[config.mk]
export PLATFORM = sky130hd
export DESIGN_NAME = seg_nibble_sequencer
export DESIGN_NICKNAME = d
export VERILOG_FILES = /design/src/rtl/seg_nibble_sequencer.sv
export SDC_FILE = /design/constraint.sdc
export NUM_CORES = 1
export LEC_CHECK = 0
export CAP_MARGIN = 20
export CELL_PAD_IN_SITES_DETAIL_PLACEMENT = 2
export CELL_PAD_IN_SITES_GLOBAL_PLACEMENT = 2
export CORE_MARGIN = 2
export CORE_UTILIZATION = 31
export CTS_BUF_LIST = sky130_fd_sc_hd__clkbuf_8
export CTS_CLUSTER_DIAMETER = 80
export DETAILED_ROUTE_END_ITERATION = 10
export PLACE_DENSITY = 0.68
export SYNTH_ARGS = -nofsm -noshare
export SYNTH_HDL_FRONTEND = slang
export SYNTH_SLANG_ARGS = --single-unit
[constraint.sdc]
create_clock -name clk -period 5.3 [get_ports clk]
set_input_delay 1.06 -clock clk [delete_from_list [all_inputs] [get_ports clk]]
set_output_delay 1.06 -clock clk [all_outputs]
set_load 0.01 [all_outputs]
[src/rtl/seg_nibble_sequencer.sv]
// Shows a handshaked byte on one 7-segment digit: hi nibble (dp lit), gap, lo nibble, gap.
// Outputs registered (hi digit one cycle after accept); ready_o only in IDLE, so valid_i may stay high.
module seg_nibble_sequencer #(
  parameter int DWELL_CYCLES = 1000000,
  parameter int BLANK_CYCLES = 250000
) (
  input  logic       clk,
  input  logic       rst,
  input  logic [7:0] value_i,
  input  logic       valid_i,
  output logic       ready_o,
  input  logic       clear_i,
  output logic [6:0] seg_o,
  output logic       dp_o,
  output logic       busy_o
);

  localparam int MAXLEN = (DWELL_CYCLES > BLANK_CYCLES) ? DWELL_CYCLES : BLANK_CYCLES;
  localparam int CW     = $clog2(MAXLEN + 1);
  localparam logic [CW-1:0] DWELL_LAST = CW'(DWELL_CYCLES - 1);
  localparam logic [CW-1:0] BLANK_LAST = CW'((BLANK_CYCLES > 0) ? BLANK_CYCLES - 1 : 0);

  typedef enum logic [2:0] {IDLE, SHOW_HI, GAP_HI, SHOW_LO, GAP_LO} state_e;

  state_e          state_q, state_d;
  logic [CW-1:0]   cnt_q, cnt_d;
  logic [7:0]      snap_q, snap_d;
  logic [6:0]      seg_q, seg_d;
  logic            dp_q, dp_d;

  function automatic logic [6:0] font(input logic [3:0] n);
    case (n)
      4'h0: font = 7'h3F;  4'h1: font = 7'h06;  4'h2: font = 7'h5B;  4'h3: font = 7'h4F;
      4'h4: font = 7'h66;  4'h5: font = 7'h6D;  4'h6: font = 7'h7D;  4'h7: font = 7'h07;
      4'h8: font = 7'h7F;  4'h9: font = 7'h6F;  4'hA: font = 7'h77;  4'hB: font = 7'h7C;
      4'hC: font = 7'h39;  4'hD: font = 7'h5E;  4'hE: font = 7'h79;  default: font = 7'h71;
    endcase
  endfunction

  assign ready_o = (state_q == IDLE);
  assign busy_o  = (state_q != IDLE);
  assign seg_o   = seg_q;
  assign dp_o    = dp_q;

  always_comb begin
    state_d = state_q;
    cnt_d   = '0;
    snap_d  = snap_q;
    seg_d   = '0;
    dp_d    = 1'b0;
    if (clear_i) begin
      state_d = IDLE;
    end else begin
      case (state_q)
        IDLE: if (valid_i) begin
          state_d = SHOW_HI;
          snap_d  = value_i;
        end
        SHOW_HI: if (cnt_q == DWELL_LAST) state_d = (BLANK_CYCLES == 0) ? SHOW_LO : GAP_HI;
        GAP_HI:  if (cnt_q == BLANK_LAST) state_d = SHOW_LO;
        SHOW_LO: if (cnt_q == DWELL_LAST) state_d = (BLANK_CYCLES == 0) ? IDLE : GAP_LO;
        GAP_LO:  if (cnt_q == BLANK_LAST) state_d = IDLE;
        default: state_d = IDLE;
      endcase
    end
    // Counter restarts on every state entry; IDLE keeps it at zero.
    if (state_d != IDLE && state_d == state_q) cnt_d = cnt_q + CW'(1);
    case (state_d)
      SHOW_HI: begin
        seg_d = font(snap_d[7:4]);
        dp_d  = 1'b1;
      end
      SHOW_LO: seg_d = font(snap_d[3:0]);
      default: seg_d = '0;
    endcase
  end

  always_ff @(posedge clk or posedge rst) begin
    if (rst) begin
      state_q <= IDLE;
      cnt_q   <= '0;
      snap_q  <= '0;
      seg_q   <= '0;
      dp_q    <= 1'b0;
    end else begin
      state_q <= state_d;
      cnt_q   <= cnt_d;
      snap_q  <= snap_d;
      seg_q   <= seg_d;
      dp_q    <= dp_d;
    end
  end

endmodule
# [Yosys cells after proc, flatten, opt, wreduce, memory -nomap -nowiden]
# Memory sizes are Yosys's and may differ from the RTL's.
# Index checks and enable logic that the tools add are counted.
# Widths: inputs -> output; s select.
[word_totals] regBits=39 mem_bits_ro=224 inputBits=12 out_inout_bits=10 word_cells=34 memories=2
[mem_list] name="(no name shown)" words=16 word_bits=7 read_ports=1 rd_clocked_by_memory_dff=0 write_ports=0 line="32" rtl="case (n)"
[mem_list] name="(no name shown)" words=16 word_bits=7 read_ports=1 rd_clocked_by_memory_dff=0 write_ports=0 line="32"
[op_classes] addsub=1 n_eq_ne=9 mux=13 reduce_logical=4
[op_table] operator="$mux 8" count=3
[op_table] operator="$add 20x1->20 const B" count=1
[op_table] operator="$eq 20x18->1 const B" count=1
[op_table] operator="$eq 20x20->1 const B" count=1
[op_table] operator="$mux 20" count=1
[op_table] operator="$mux 3" count=6
[op_table] operator="$pmux 3 s5" count=1
[op_table] operator="$pmux 7 s2" count=1
[op_table] operator="$eq 3x2->1 const B" count=3
[op_table] operator="$eq 3x1->1 const B" count=2
[op_table] operator="$reduce_bool 3->1" count=2
[op_table] operator="$eq 3x3->1" count=1
[op_table] operator="$eq 3x3->1 const B" count=1
[op_table] operator="$logic_not 3->1" count=1
[op_table] operator="$logic_and 1x1->1" count=1
[op_table] operator="$mux 1" count=1

# [Logic depth before layout (Yosys ltp)]
[logic_depth] depth_word=7 mapped_depth=12 mapped_depth_nobuf=10

# [Worst setup path before layout]
# No wires, ideal clock.
[synth_timing] kind="input-to-reg" startpoint="input valid_i" endpoint="register seg_q[6], in the netlist seg_o[6]" setup_ns=0.078 arrival_time_ns=3.159 t_required_ns=5.222 slack_ns=2.063 cell_stages=10 path_buffers=2 cell_sequence="nor2b_1 -> and2_4 -> buf_12 -> buf_2 -> mux2i_1 -> inv_1 -> ha_1 -> mux2_4 -> a221o_1 -> a21oi_1"
[synth_between] elab_chain_len=5 word_cells_on_any_way=11 classes_between="eq/ne (2); mux (7); memory (2)"
[synth_rtl] item="start: declaration" line="10" rtl="input logic valid_i,"
[synth_rtl] item="$mux 8" line="55" rtl="IDLE: if (valid_i) begin"
[synth_rtl] item="$mux 8" line="54" rtl="case (state_q)"
[synth_rtl] item="$mux 8" line="51" rtl="if (clear_i) begin"
[synth_rtl] item="named net snap_d[0]" line="27" rtl="logic [7:0] snap_q, snap_d;"
[synth_rtl] item="$mem_v2 16x7"
[synth_rtl] item="$pmux 7 s2" line="68" rtl="case (state_d)"
[synth_rtl] item="named net seg_d[6]" line="28" rtl="logic [6:0] seg_q, seg_d;"
[synth_rtl] item="end signal: assignment" line="89" rtl="seg_q <= seg_d;"
[synth_rtl] item="end: declaration" line="28"
# The timed path passes the listed nets, and every way through them passes these cells.

# [Worst setup path after layout]
[layout_timing] startpoint="input clear_i" endpoint="register seg_q[6], in the netlist seg_o[6]"
[layout_between] elab_chain_len=3 word_cells_on_any_way=7 classes_between="eq/ne (2); mux (3); memory (2)"
[layout_rtl] item="start: declaration" line="12" rtl="input logic clear_i,"
[layout_rtl] item="$mux 8" line="51"
[layout_rtl] item="named net snap_d[1]" line="27"
[layout_rtl] item="$mem_v2 16x7"
[layout_rtl] item="$pmux 7 s2" line="68"
[layout_rtl] item="named net seg_d[6]" line="28"
# The timed path passes the listed nets, and every way through them passes these cells.

==> flow_summary.ini <==
[global_routing]
grt_max_degree = 40
grt_pass1_vias = 2093
antenna_found_initial = 0
grt_pass1_wl_microns = 10970
overflow = 0
grtUsageTotal = 0.1633

[logic_synthesis]
synth_edf_count = 0
ys_types = 53
syn_nets = 279
synth_seq_area_share = 0.4035
synthDominantCellAreaShare = 0.4035
synth_ff_type = dfrtp_1
syn_area_sq_um = 2419
yosysTopAreaCell = dfrtp_1
yosysWarnings = 0
synth.area.top_cells = dfrtp_1, ha_1, nor2_1, xor2_1, xnor2_1
netlist_top_cells_count = dfrtp_1, nor2_1, nand3_1, a21oi_1, nand2_1
yosysMostFrequentCell = dfrtp_1
async_flop_share = 1.000
syn_avg_cell_area_sq_um = 9.485
synth_cells = 255
synth_seq_cells = 39

[sta]
hold_viol = 0
fmax_ghz = 0.2829
worstMarginPinSlew_ns = 0.6764
fin_setup_tns_ns = 0
holdWs_ns = 0.5032
setup_viol = 0
final.min_clock_period_ns = 3.535
slew_headroom = 0.5491
fin_crit_sh = 0.6671
clock_skew_ns = 0.007507
rsz0062_at_grt = false
finalWorstSetupSlack_ns = 1.765
final-max-slew-violation-count = 0

[hold_path]
min_path_cells = 1
min_to = cnt_q[0]
min_from = cnt_q[0]
hp-class = flip-flop to flip-flop

[routing]
vias = 1927
dr.pass1.iters = 3
antenna_left = 0
wl_microns = 6480
drtIter0Drc = 52
route.detailed.drc = 0
wl_per_cell_microns = 17.05
viasPerCell = 5.071

[run_status]
outcome = finished, final reports clean

[setup_path]
regToRegSetupSlack_ns = 2.29
crit_required_ns = 5.52
crit_slowest_cell = clkdlybuf4s50_1
r2r_start = state_q[0]
critPathLaunchType = primary input
rr_endpoint = seg_o[6]
critPathKind = primary input to flip-flop
slowest_delay_ns = 0.49
crit_path_max_fanout = 19
r2r_cells = 9
path_cells = clkdlybuf4s50_1 -> nor2b_1 -> and2_4 -> mux2i_1 -> inv_1 -> ha_1 -> mux2_4 -> a221o_1 -> a21oi_1
crit_arrival_ns = 3.76
worst_setup_path_end_kind = flip-flop

[flow_run]
max_cap_viol_count = 0

[floorplanning]
die_w_microns = 92.33
die_h_microns = 92.33
start_util = 0.3163
num_rows = 32
dieArea_sq_um = 8525
core-area_sq_um = 7647
io_pins = 22

[power]
p_comb_frac = 0.275
p_leak_nw = 1.177
switching_share = 0.3203
power.density_nw_per_um2 = 292.1
power.internal_w = 0.0005622
p_seq_frac = 0.409
power_frac_clock = 0.316
p_switching_w = 0.0002649
irDropWorstVdd_v = 0.0001157

[layout]
num-fill-cells = 861
utilization = 0.3703
syn_to_final_growth_pct = 17.07
diodes = 0
drive_above_1_share = 0.07914
fin_nets = 301
stdcell_area_sq_um = 2831

[clocking]
cts_buffers = 5
root_buffer = clkbuf_8
clkTransAtPathRegs_ns = 0.09
cts_setup_buffers = 0
cts_buffer_depth = 2
cts_tree = built
cts_sinks = 39
post_cts_resized = 0
htreeDepth = 2
clk_latency_ns = 0.30
ctsHoldBuffers = 0

[placement]
post_dp_cell_area_sq_um = 2715
portBuffers = 21
place_congestion = 0.8080
hpwl_microns = 4918
pre_cts_slack_ns = 1.439
cell type report:
cell class                      count  area [sq um]  area share
Timing Repair Buffer               22         217.7     0.07689
Sequential cell                    39         975.9      0.3447
Clock buffer                        5         68.82     0.02430
Inverter                           16         61.31     0.02165
Clock inverter                      3         47.55     0.01679
Tap cell                          102         127.6     0.04507
Multi-Input combinational cell    193          1333      0.4706
kinds of logic (layout without fill, tap and decap cells):
kind of cell | count (synthesis) | in the layout | share of synthesized area
fa+ha+maj | 12 | 12 | 0.06208
flops | 39 | 39 | 0.4035
mux | 13 | 13 | 0.06518
xor+xnor | 23 | 23 | 0.08329
buf+inv | 23 | 46 | 0.04552
compound gates | 37 | 37 | 0.1024
simple gates | 108 | 108 | 0.2380
power groups by stage:
stage	registers, W	clock network (W)	logic [W]
5_1_grt	0.000342	0.000283	0.000256
3_3_place_gp	0.000344	0	0.000226
3_5_place_dp	0.000344	0	0.000230
4_1_cts	0.000339	0.000270	0.000232
2_1_floorplan	0.000343	0	0.000150
6_report	0.000338	0.000262	0.000227
worst max path at each step:
| stage | start | end | slack, ns | cells past startpoint |
|---|---|---|---|---|
| final | clear_i | seg_o[6] | 1.76 | 9 |
| after global routing | clear_i | seg_o[6] | 1.53 | 9 |
| after floorplan | valid_i | seg_o[6] | 2.06 | 10 |
| after global placement | clear_i | seg_o[6] | 1.53 | 9 |
| after detailed placement | clear_i | seg_o[6] | 1.44 | 9 |
| after CTS | clear_i | seg_o[6] | 1.74 | 9 |
state kept, by name, indices dropped and copies added, names as in the netlist:
name,cells
snap_q,8
state_q,3
seg_o,7
cnt_q,20
dp_o,1
layout by cell type, fill, tap and decap left out, types with 3 or more instances in the layout:
cell type / instances
dfrtp_1: 39
nor2_1: 32
clkdlybuf4s50_1: 21
nand3_1: 17
nand2_1: 15
a21oi_1: 15
inv_1: 13
xor2_1: 12
ha_1: 12
xnor2_1: 11
mux2i_1: 8
nand3b_1: 8
and3_1: 6
or3_1: 5
clkbuf_8: 5
nor3_1: 4
nor4b_1: 3
and2_1: 3
nor4_1: 3
a211oi_1: 3
o21ai_0: 3
critical path: cells and delay by family:
kind / cells / cell delay, ns
AO/OA/AOI/OAI: 2 / 0.48
adder cells (fa/ha/maj): 1 / 0.26
buffers and inverters: 2 / 0.67
multiplexers: 2 / 0.75
AND/OR/NAND/NOR: 2 / 0.53
through the flow:
step / instances / power, W
final: 380 / 0.0008271
after global routing: 380 / 0.0008815
after CTS: 380 / 0.0008399
after detailed placement: 372 / 0.0005740
after global placement: 372 / 0.0005691
after floorplan: 255 / 0.0004928
layer usage:
layer	up-vias	wire [microns]	GRT usage
li1	931	-	-
met1	964	3143	0.2221
met2	23	3104	0.2652
met3	9	115	0.02685
met4	0	116	0.05348
met5	-	0	0
(Power assumes the default switching activity.)
